$ cat src/rtl/vga_axil_pkg.sv
`default_nettype none
// ============================================================================
//  Module      : vga_axil_pkg
//  Description : Shared types and address helpers for the AXI4-Lite to
//                native register/memory port bridge.
//  Revision    : 1.0 - initial release
// ============================================================================
package vga_axil_pkg;

    // AXI response codes used by the bridge
    typedef enum logic [1:0] {
        OKAY   = 2'b00,
        SLVERR = 2'b10
    } axil_resp_t;

    // Write channel FSM states
    typedef enum logic [2:0] {
        W_IDLE      = 3'd0,
        W_HAVE_ADDR = 3'd1,
        W_HAVE_DATA = 3'd2,
        W_EXEC      = 3'd3,
        W_RESP      = 3'd4
    } wr_state_t;

    // Read channel FSM states
    typedef enum logic [1:0] {
        R_IDLE = 2'd0,
        R_EXEC = 2'd1,
        R_WAIT = 2'd2,
        R_RESP = 2'd3
    } rd_state_t;

    // Address arithmetic is done at a fixed wide width so one helper serves
    // every AXI address width up to 64 bits.
    localparam int unsigned ADDR_CALC_W = 64;

    // Byte address to word address: drop the byte-lane bits.
    function automatic logic [ADDR_CALC_W-1:0] axil2native_addr(
        input logic [ADDR_CALC_W-1:0] axil_addr,
        input int unsigned            byte_shift
    );
        return axil_addr >> byte_shift;
    endfunction

    // A word address is decoded only below the configured word count.
    function automatic logic in_range(
        input logic [ADDR_CALC_W-1:0] word_addr,
        input logic [ADDR_CALC_W-1:0] num_words
    );
        return (word_addr < num_words);
    endfunction

endpackage
`default_nettype wire

$ cat src/rtl/vga_axil_bridge_rd.sv
`default_nettype none
// ============================================================================
//  Module      : vga_axil_bridge_rd
//  Description : AXI4-Lite read channel FSM with native read latency counter.
//                One outstanding read; response data held while rvalid is up.
//  Revision    : 1.0 - initial release
// ============================================================================
module vga_axil_bridge_rd
    import vga_axil_pkg::*;
#(
    parameter int unsigned      DATA_W        = 32,
    parameter int unsigned      AXIL_ADDR_W   = 32,
    parameter int unsigned      NATIVE_ADDR_W = 16,
    parameter longint unsigned  NUM_WORDS     = 64'd1 << NATIVE_ADDR_W,
    parameter int unsigned      READ_LATENCY  = 1
) (
    input  logic                     clk_i,
    input  logic                     arst_ni,
    input  logic [AXIL_ADDR_W-1:0]   araddr_i,
    input  logic                     arvalid_i,
    output logic                     arready_o,
    output logic [DATA_W-1:0]        rdata_o,
    output logic [1:0]               rresp_o,
    output logic                     rvalid_o,
    input  logic                     rready_i,
    output logic                     rd_en_o,
    output logic [NATIVE_ADDR_W-1:0] rd_addr_o,
    input  logic [DATA_W-1:0]        rd_data_i
);

    localparam int unsigned BYTE_SHIFT  = $clog2(DATA_W / 8);
    localparam int unsigned CNT_W       = $clog2(READ_LATENCY + 1);
    // RWait spans READ_LATENCY-1 cycles; the counter runs down to zero.
    localparam int unsigned WAIT_CYCLES = (READ_LATENCY > 1) ? (READ_LATENCY - 2) : 0;
    localparam logic [CNT_W-1:0] CNT_LOAD = CNT_W'(WAIT_CYCLES);

    rd_state_t              state;
    rd_state_t              state_next;
    logic [CNT_W-1:0]       wait_cnt;
    logic                   ar_hs;
    logic                   ar_ok;
    logic                   ar_ok_now;
    logic [ADDR_CALC_W-1:0] ar_word;

    assign ar_hs     = arvalid_i & arready_o;
    assign ar_word   = axil2native_addr(ADDR_CALC_W'(araddr_i), BYTE_SHIFT);
    assign ar_ok_now = in_range(ar_word, ADDR_CALC_W'(NUM_WORDS));

    // Next-state logic for the read channel.
    always_comb begin
        state_next = state;
        case (state)
            R_IDLE: if (ar_hs) state_next = R_EXEC;
            R_EXEC: state_next = (READ_LATENCY > 1) ? R_WAIT : R_RESP;
            R_WAIT: if (wait_cnt == '0) state_next = R_RESP;
            R_RESP: if (rvalid_o && rready_i) state_next = R_IDLE;
            default: state_next = R_IDLE;
        endcase
    end

    // State register.
    always_ff @(posedge clk_i or negedge arst_ni) begin
        if (!arst_ni) state <= R_IDLE;
        else          state <= state_next;
    end

    // Latency counter: loaded during RExec, counts down through RWait.
    always_ff @(posedge clk_i or negedge arst_ni) begin
        if (!arst_ni) begin
            wait_cnt <= '0;
        end else if (state == R_EXEC) begin
            wait_cnt <= CNT_LOAD;
        end else if ((state == R_WAIT) && (wait_cnt != '0)) begin
            wait_cnt <= wait_cnt - 1'b1;
        end
    end

    // Capture the native address and its decode result at the AR handshake.
    always_ff @(posedge clk_i or negedge arst_ni) begin
        if (!arst_ni) begin
            rd_addr_o <= '0;
            ar_ok     <= 1'b0;
        end else if (ar_hs) begin
            rd_addr_o <= NATIVE_ADDR_W'(ar_word);
            ar_ok     <= ar_ok_now;
        end
    end

    // Registered channel outputs, derived from the state being entered.
    always_ff @(posedge clk_i or negedge arst_ni) begin
        if (!arst_ni) begin
            arready_o <= 1'b0;
            rd_en_o   <= 1'b0;
            rvalid_o  <= 1'b0;
            rdata_o   <= '0;
            rresp_o   <= OKAY;
        end else begin
            arready_o <= (state_next == R_IDLE);
            // RExec is only entered through an AR handshake, so the live
            // decode is the right one here.
            rd_en_o   <= (state_next == R_EXEC) && ar_ok_now;
            rvalid_o  <= (state_next == R_RESP);
            if ((state_next == R_RESP) && (state != R_RESP)) begin
                rdata_o <= ar_ok ? rd_data_i : '0;
                rresp_o <= ar_ok ? OKAY : SLVERR;
            end
        end
    end

endmodule
`default_nettype wire

$ cat src/rtl/vga_axil_slave_bridge.sv
`default_nettype none
// ============================================================================
//  Module      : vga_axil_slave_bridge
//  Description : AXI4-Lite slave to native register/memory port bridge.
//                Write FSM accepts AW and W in either order; read path lives
//                in vga_axil_bridge_rd. The two directions are independent.
//  Revision    : 1.0 - initial release
// ============================================================================
module vga_axil_slave_bridge
    import vga_axil_pkg::*;
#(
    parameter int unsigned      DATA_W        = 32,
    parameter int unsigned      AXIL_ADDR_W   = 32,
    parameter int unsigned      NATIVE_ADDR_W = 16,
    parameter longint unsigned  NUM_WORDS     = 64'd1 << NATIVE_ADDR_W,
    parameter int unsigned      READ_LATENCY  = 1
) (
    input  logic                     clk_i,
    input  logic                     arst_ni,
    // write address
    input  logic [AXIL_ADDR_W-1:0]   awaddr_i,
    input  logic                     awvalid_i,
    output logic                     awready_o,
    // write data
    input  logic [DATA_W-1:0]        wdata_i,
    input  logic [DATA_W/8-1:0]      wstrb_i,
    input  logic                     wvalid_i,
    output logic                     wready_o,
    // write response
    output logic [1:0]               bresp_o,
    output logic                     bvalid_o,
    input  logic                     bready_i,
    // read address
    input  logic [AXIL_ADDR_W-1:0]   araddr_i,
    input  logic                     arvalid_i,
    output logic                     arready_o,
    // read data
    output logic [DATA_W-1:0]        rdata_o,
    output logic [1:0]               rresp_o,
    output logic                     rvalid_o,
    input  logic                     rready_i,
    // native write port
    output logic                     wr_en_o,
    output logic [NATIVE_ADDR_W-1:0] wr_addr_o,
    output logic [DATA_W-1:0]        wr_data_o,
    output logic [DATA_W/8-1:0]      wr_strb_o,
    // native read port
    output logic                     rd_en_o,
    output logic [NATIVE_ADDR_W-1:0] rd_addr_o,
    input  logic [DATA_W-1:0]        rd_data_i
);

    localparam int unsigned BYTE_SHIFT = $clog2(DATA_W / 8);

    wr_state_t              w_state;
    wr_state_t              w_next;
    logic                   aw_hs;
    logic                   w_hs;
    logic                   aw_ok;
    logic                   aw_ok_now;
    logic [ADDR_CALC_W-1:0] aw_word;

    assign aw_hs     = awvalid_i & awready_o;
    assign w_hs      = wvalid_i & wready_o;
    assign aw_word   = axil2native_addr(ADDR_CALC_W'(awaddr_i), BYTE_SHIFT);
    assign aw_ok_now = in_range(aw_word, ADDR_CALC_W'(NUM_WORDS));

    // Next-state logic for the write channel.
    always_comb begin
        w_next = w_state;
        case (w_state)
            W_IDLE: begin
                if (aw_hs && w_hs) w_next = W_EXEC;
                else if (aw_hs)    w_next = W_HAVE_ADDR;
                else if (w_hs)     w_next = W_HAVE_DATA;
            end
            W_HAVE_ADDR: if (w_hs)  w_next = W_EXEC;
            W_HAVE_DATA: if (aw_hs) w_next = W_EXEC;
            W_EXEC:                 w_next = W_RESP;
            W_RESP: if (bvalid_o && bready_i) w_next = W_IDLE;
            default:                w_next = W_IDLE;
        endcase
    end

    // Write state register.
    always_ff @(posedge clk_i or negedge arst_ni) begin
        if (!arst_ni) w_state <= W_IDLE;
        else          w_state <= w_next;
    end

    // Capture address/decode and data/strobes at their own handshakes.
    always_ff @(posedge clk_i or negedge arst_ni) begin
        if (!arst_ni) begin
            wr_addr_o <= '0;
            aw_ok     <= 1'b0;
            wr_data_o <= '0;
            wr_strb_o <= '0;
        end else begin
            if (aw_hs) begin
                wr_addr_o <= NATIVE_ADDR_W'(aw_word);
                aw_ok     <= aw_ok_now;
            end
            if (w_hs) begin
                wr_data_o <= wdata_i;
                wr_strb_o <= wstrb_i;
            end
        end
    end

    // Registered write-channel outputs, derived from the state being entered.
    always_ff @(posedge clk_i or negedge arst_ni) begin
        if (!arst_ni) begin
            awready_o <= 1'b0;
            wready_o  <= 1'b0;
            wr_en_o   <= 1'b0;
            bvalid_o  <= 1'b0;
            bresp_o   <= OKAY;
        end else begin
            awready_o <= (w_next == W_IDLE) || (w_next == W_HAVE_DATA);
            wready_o  <= (w_next == W_IDLE) || (w_next == W_HAVE_ADDR);
            // When AW completes in the same edge as entering WExec the
            // captured decode is not yet visible, so use the live one.
            wr_en_o   <= (w_next == W_EXEC) && (aw_hs ? aw_ok_now : aw_ok);
            bvalid_o  <= (w_next == W_RESP);
            if (w_state == W_EXEC) begin
                bresp_o <= aw_ok ? OKAY : SLVERR;
            end
        end
    end

    vga_axil_bridge_rd #(
        .DATA_W        (DATA_W),
        .AXIL_ADDR_W   (AXIL_ADDR_W),
        .NATIVE_ADDR_W (NATIVE_ADDR_W),
        .NUM_WORDS     (NUM_WORDS),
        .READ_LATENCY  (READ_LATENCY)
    ) u_rd (
        .clk_i     (clk_i),
        .arst_ni   (arst_ni),
        .araddr_i  (araddr_i),
        .arvalid_i (arvalid_i),
        .arready_o (arready_o),
        .rdata_o   (rdata_o),
        .rresp_o   (rresp_o),
        .rvalid_o  (rvalid_o),
        .rready_i  (rready_i),
        .rd_en_o   (rd_en_o),
        .rd_addr_o (rd_addr_o),
        .rd_data_i (rd_data_i)
    );

endmodule
`default_nettype wire

$ cat config.mk
export PLATFORM = sky130hd
export DESIGN_NAME = vga_axil_slave_bridge
export DESIGN_NICKNAME = d
export VERILOG_FILES = /design/src/rtl/vga_axil_pkg.sv /design/src/rtl/vga_axil_bridge_rd.sv /design/src/rtl/vga_axil_slave_bridge.sv
export SDC_FILE = /design/constraint.sdc
export NUM_CORES = 1
export LEC_CHECK = 0
export CAP_MARGIN = 10
export CORE_ASPECT_RATIO = 1.1
export CORE_MARGIN = 1.5
export CORE_UTILIZATION = 39
export DETAILED_ROUTE_END_ITERATION = 7
export PLACE_DENSITY = 0.89
export SYNTH_ARGS = -nofsm -noshare
export SYNTH_HDL_FRONTEND = slang
export SYNTH_SLANG_ARGS = --single-unit
export TNS_END_PERCENT = 5
$ cat constraint.sdc
create_clock -name clk_i -period 1.63 [get_ports clk_i]
set_input_delay 0.489 -clock clk_i [delete_from_list [all_inputs] [get_ports clk_i]]
set_output_delay 0.489 -clock clk_i [all_outputs]
set_load 0.1 [all_outputs]
# Word level (Yosys, flattened, before mapping)
# Cells that the tools add are included.
[word_totals] regBits=119 out_inout_bits=111 wordCells=70
[op_classes] add_sub_neg=1 magnitude_cmp=2 eq_ne=14 n_mux=17 bitwise_logic=3 n_reduce_logical=14
[ops] cell="$lt A30 B17 Y1 const B" n=2
[ops] cell="$mux W32" n=1
[ops] cell="$mux W3" n=6
[ops] cell="$pmux W3 S5" n=1
[ops] cell="$eq A3 B2 Y1 const B" n=4
[ops] cell="$mux W2" n=5
[ops] cell="$pmux W2 S4" n=1
[ops] cell="$logic_and A1 B1 Y1" n=7
[ops] cell="$eq A2 B2 Y1 const B" n=3
[ops] cell="$eq A3 B1 Y1 const B" n=2
[ops] cell="$eq A3 B3 Y1 const B" n=2
[ops] cell="$logic_not A3 Y1" n=2
[ops] cell="$eq A2 B1 Y1 const B" n=2
[ops] cell="$logic_not A2 Y1" n=2
[ops] cell="$and A1 B1 Y1" n=3
[ops] cell="$mux W1" n=3
[ops] cell="$logic_or A1 B1 Y1" n=2
[ops] cell="$ne A2 B2 Y1 const B" n=1
[ops] cell="$reduce_bool A2 Y1" n=1
[ops] cell="$sub A1 B1 Y1 const B" n=1

# Depth between registers and ports, before layout
[logic_depth] word_depth=7 depth_mapped=5

# By module
# Synthesis repeated with hierarchy kept, for this count alone.
[hier_totals] cells_unflattened=347 area_unflattened_um2=4839.6
[modules_own_cells] module="vga_axil_slave_bridge" instances=1 cells_each=145 area_per_inst_um2=2476.1 seq_area_each_um2=1526.5
[modules_own_cells] module="vga_axil_bridge_rd" instances=1 cells_each=202 area_per_inst_um2=2363.5 seq_area_each_um2=1401.3

# Least setup slack after synthesis
# Ideal clock, no wire load.
[synth_timing] path_kind="register to register" startpoint="register wready_o" endpoint="register wr_data_o[21]" arrival_time_ns=1.881 slack_ns=-0.379 stages_incl_launch_ff=4 n_path_buf=1 synth_period_minus_slack_ns=2.009 path_cell_list="dfrtp_1 -> nand2_1 -> buf_2 -> mux2_1"
[synth_between] elab_chain_len=1
[synth_lines] item="start, declared" line_no="vga_axil_slave_bridge.sv:28" source="output logic wready_o,"
[synth_lines] item="start signal, assigned" line_no="vga_axil_slave_bridge.sv:120" source="wready_o <= (w_next == W_IDLE) || (w_next == W_HAVE_ADDR);"
[synth_lines] item="$and A1 B1 Y1" line_no="vga_axil_slave_bridge.sv:64" source="assign w_hs = wvalid_i & wready_o;"
[synth_lines] item="end signal, assigned" line_no="vga_axil_slave_bridge.sv:104" source="wr_data_o <= wdata_i;"
[synth_lines] item="end, declared" line_no="vga_axil_slave_bridge.sv:45" source="output logic [DATA_W-1:0] wr_data_o,"
# No other way between the ends.
# A chain may end at the register's enable or synchronous reset.

# Worst setup path in the final report
[layout_timing] startpoint="register wready_o" endpoint="output wready_o"
# No word-level cell between the ends.

==> flow_summary.toml <==
[global_routing]
antenna_found_initial = 0
grt_max_degree = 34
grt_overflow = 0
grt_pass1_wl_um = 22600
grt_pass1_vias = 4398
grt_use_total_pct = 23.6

[yosys]
yosysMostFrequentCell = "dfrtp_1"
synth_top_area_share_pct = 62.3
syn_inst = 349
avgSynthCellArea_um2 = 13.5
synth_edf_count = 0
synth-seq-cells = 117
ys_seq_area_share_pct = 62.3
synthTopCellsByCount = "dfrtp_1, mux2_2, nand2_1"
synth_top_area_cell = "dfrtp_1"
async_flop_share_pct = 100
ys.flop_type = "dfrtp_1"
synthDistinctLibCells = 31
synth_area_leaders = "dfrtp_1, mux2_2, mux2i_1"
ys_warn_count = 0
synth_area_mm2 = 0.00470

[finish]
fin_nets = 751
drive_above_1_share_pct = 34.0
num_antenna_cells = 0
seq_area_mm2 = 0.00293
finalNonFillerCells = 773
nFillCells = 643
areaGrowthSynthToFinish_pct = 94.5
multiInputGateArea_mm2 = 0.00152

[placement]
place.gp.congestion = 0.808
pre_cts_ws_ns = -0.194
place_inst = 742
port_buffers = 243
dp.final_hpwl_um = 11200

[sta]
fmax_mhz = 641
whs_ns = 0.497
finalHoldViolations = 0
finalCriticalPeriod_ns = 1.56
rsz0062_at_grt = "false"
setup_violations = 0
fin_ws_ns = 0.0690
fin_skew_ns = 0.00772
drv_slew = 0
min_period_over_period_pct = 95.8

[route]
first_pass_iters = 4
vias_per_cell = 4.82
wirelength_um = 14300
drc = 0
wl_per_cell_um = 18.4
num_vias = 3724
drt-initial-drc-count = 78
drtAntennaViolNets = 0

[die]
start_util_pct = 40.5
die_y_um = 118
top_level_ports = 250
fp-row-count = 41
fp.dieArea_mm2 = 0.0127
coreArea_mm2 = 0.0116
dieWidth_um = 108

[setup_path]
slowest_delay_ns = 0.49
crit_arrival_ns = 1.07
critPathCaptureType = "output port"
cp-start-kind = "register"
cp_max_fo = 3
crit_buf_inv = 1
crit_required_ns = 1.14
cp_cell_sequence = "buf_12"
critical_path.top_delay_family = "flip-flops"
slowest_stage = "dfrtp_4"
path_class = "reg2out"

[run_status]
status = "completed"

[cts]
clock_path_buffers = 2
cts_buffers = 17
cts_setup_buffers = 0
cts_root_buf = "clkbuf_16"
clk_latency_ns = 0.41
h-tree-depth = 4
post_cts_resized = 0
path_clk_slew_ns = 0.05
cts_tree = "built"
cts.sinks = 117

[run]
max_cap_violations = 0

[hold_path]
hp-class = "reg2reg"
cell type report:
type / count / area share (%)
sequential: 117 / 32.1
inverter: 35 / 1.44
multi-input combinational: 182 / 16.6
clock inverter: 9 / 1.92
timing repair buffer: 259 / 40.8
clock buffer: 21 / 5.15
tap: 150 / 2.05
logic make-up (layout without fill, tap and decap cells):
| family | after synthesis | after routing | synth area share [%] |
|---|---|---|---|
| and+or+nand+nor | 67 | 67 | 6.84 |
| buffers and inverters | 51 | 324 | 5.59 |
| AOI/OAI and AO/OA | 12 | 12 | 1.89 |
| other | 1 | 2 | 0.0798 |
| muxes | 101 | 101 | 23.3 |
| DFF | 117 | 117 | 62.3 |
layout by cell type, fill, tap and decap left out, drive strengths merged:
cell type      count
buf              125
dlygate4sd3        1
clkbuf            21
nor2               4
nand2b             4
mux2              68
and2               1
nor4               7
nor2b              1
clkinv             2
clkdlybuf4s50    133
a21boi             2
nand3              1
conb               2
a221oi             1
dfrtp            117
a21oi              2
mux2i             33
o21a               2
nand4              3
nand2             41
o41ai              2
o21ai              3
inv               35
and3               1
nand3b             3
clkinvlp           2
bufinv             5
nor4bb             1
per-stage QoR:
stage	util [%]	area [um^2]	setup TNS [ns]
global route	78.9	9140	0
floorplan	-	4710	-0.0296
CTS	78.9	9140	0
detailed placement	73.2	8490	-8.02
finish	78.9	9140	0
global placement	73.2	8490	-6.13
layer usage:
layer  global-route usage, %  part of all wire, %  up-vias
li1                        -                    -     1693
met1                    22.6                   32     1811
met2                    43.3                   57      177
met3                    8.22                  7.2       43
met4                    12.4                  4.0        0
met5                       0                    0        -
state kept, by name, summed over array words and instances (netlist names), 2 cells and up:
name            flops
u_rd.rdata_o       32
wr_data_o          32
wr_addr_o          16
w_state             3
u_rd.state          2
wr_strb_o           4
u_rd.rd_addr_o     16
path summary, 6_finish.rpt:
check	startpoint	to	slack [ns]	depth (start not counted)
max	wready_o	wready_o	0.07	1
min	u_rd.ar_ok	u_rd.ar_ok	0.50	2
max reg2reg	u_rd.state[1]	u_rd.rdata_o[27]	0.18	4
min reg2reg	u_rd.ar_ok	u_rd.ar_ok	0.50	2
max in group asynchronous	arst_ni	u_rd.rdata_o[4]	0.58	3
min in group asynchronous	arst_ni	u_rd.rdata_o[19]	0.54	2
what timing repair did:
item                                    in CTS  in global routing
hold buffers                                 1                  0
hold endpoints to repair                    19                  0
endpoints found under the setup margin       0                  0
Power is not shown: default switching activity piles up to over one toggle a cycle in this logic, so the estimate is an artifact.
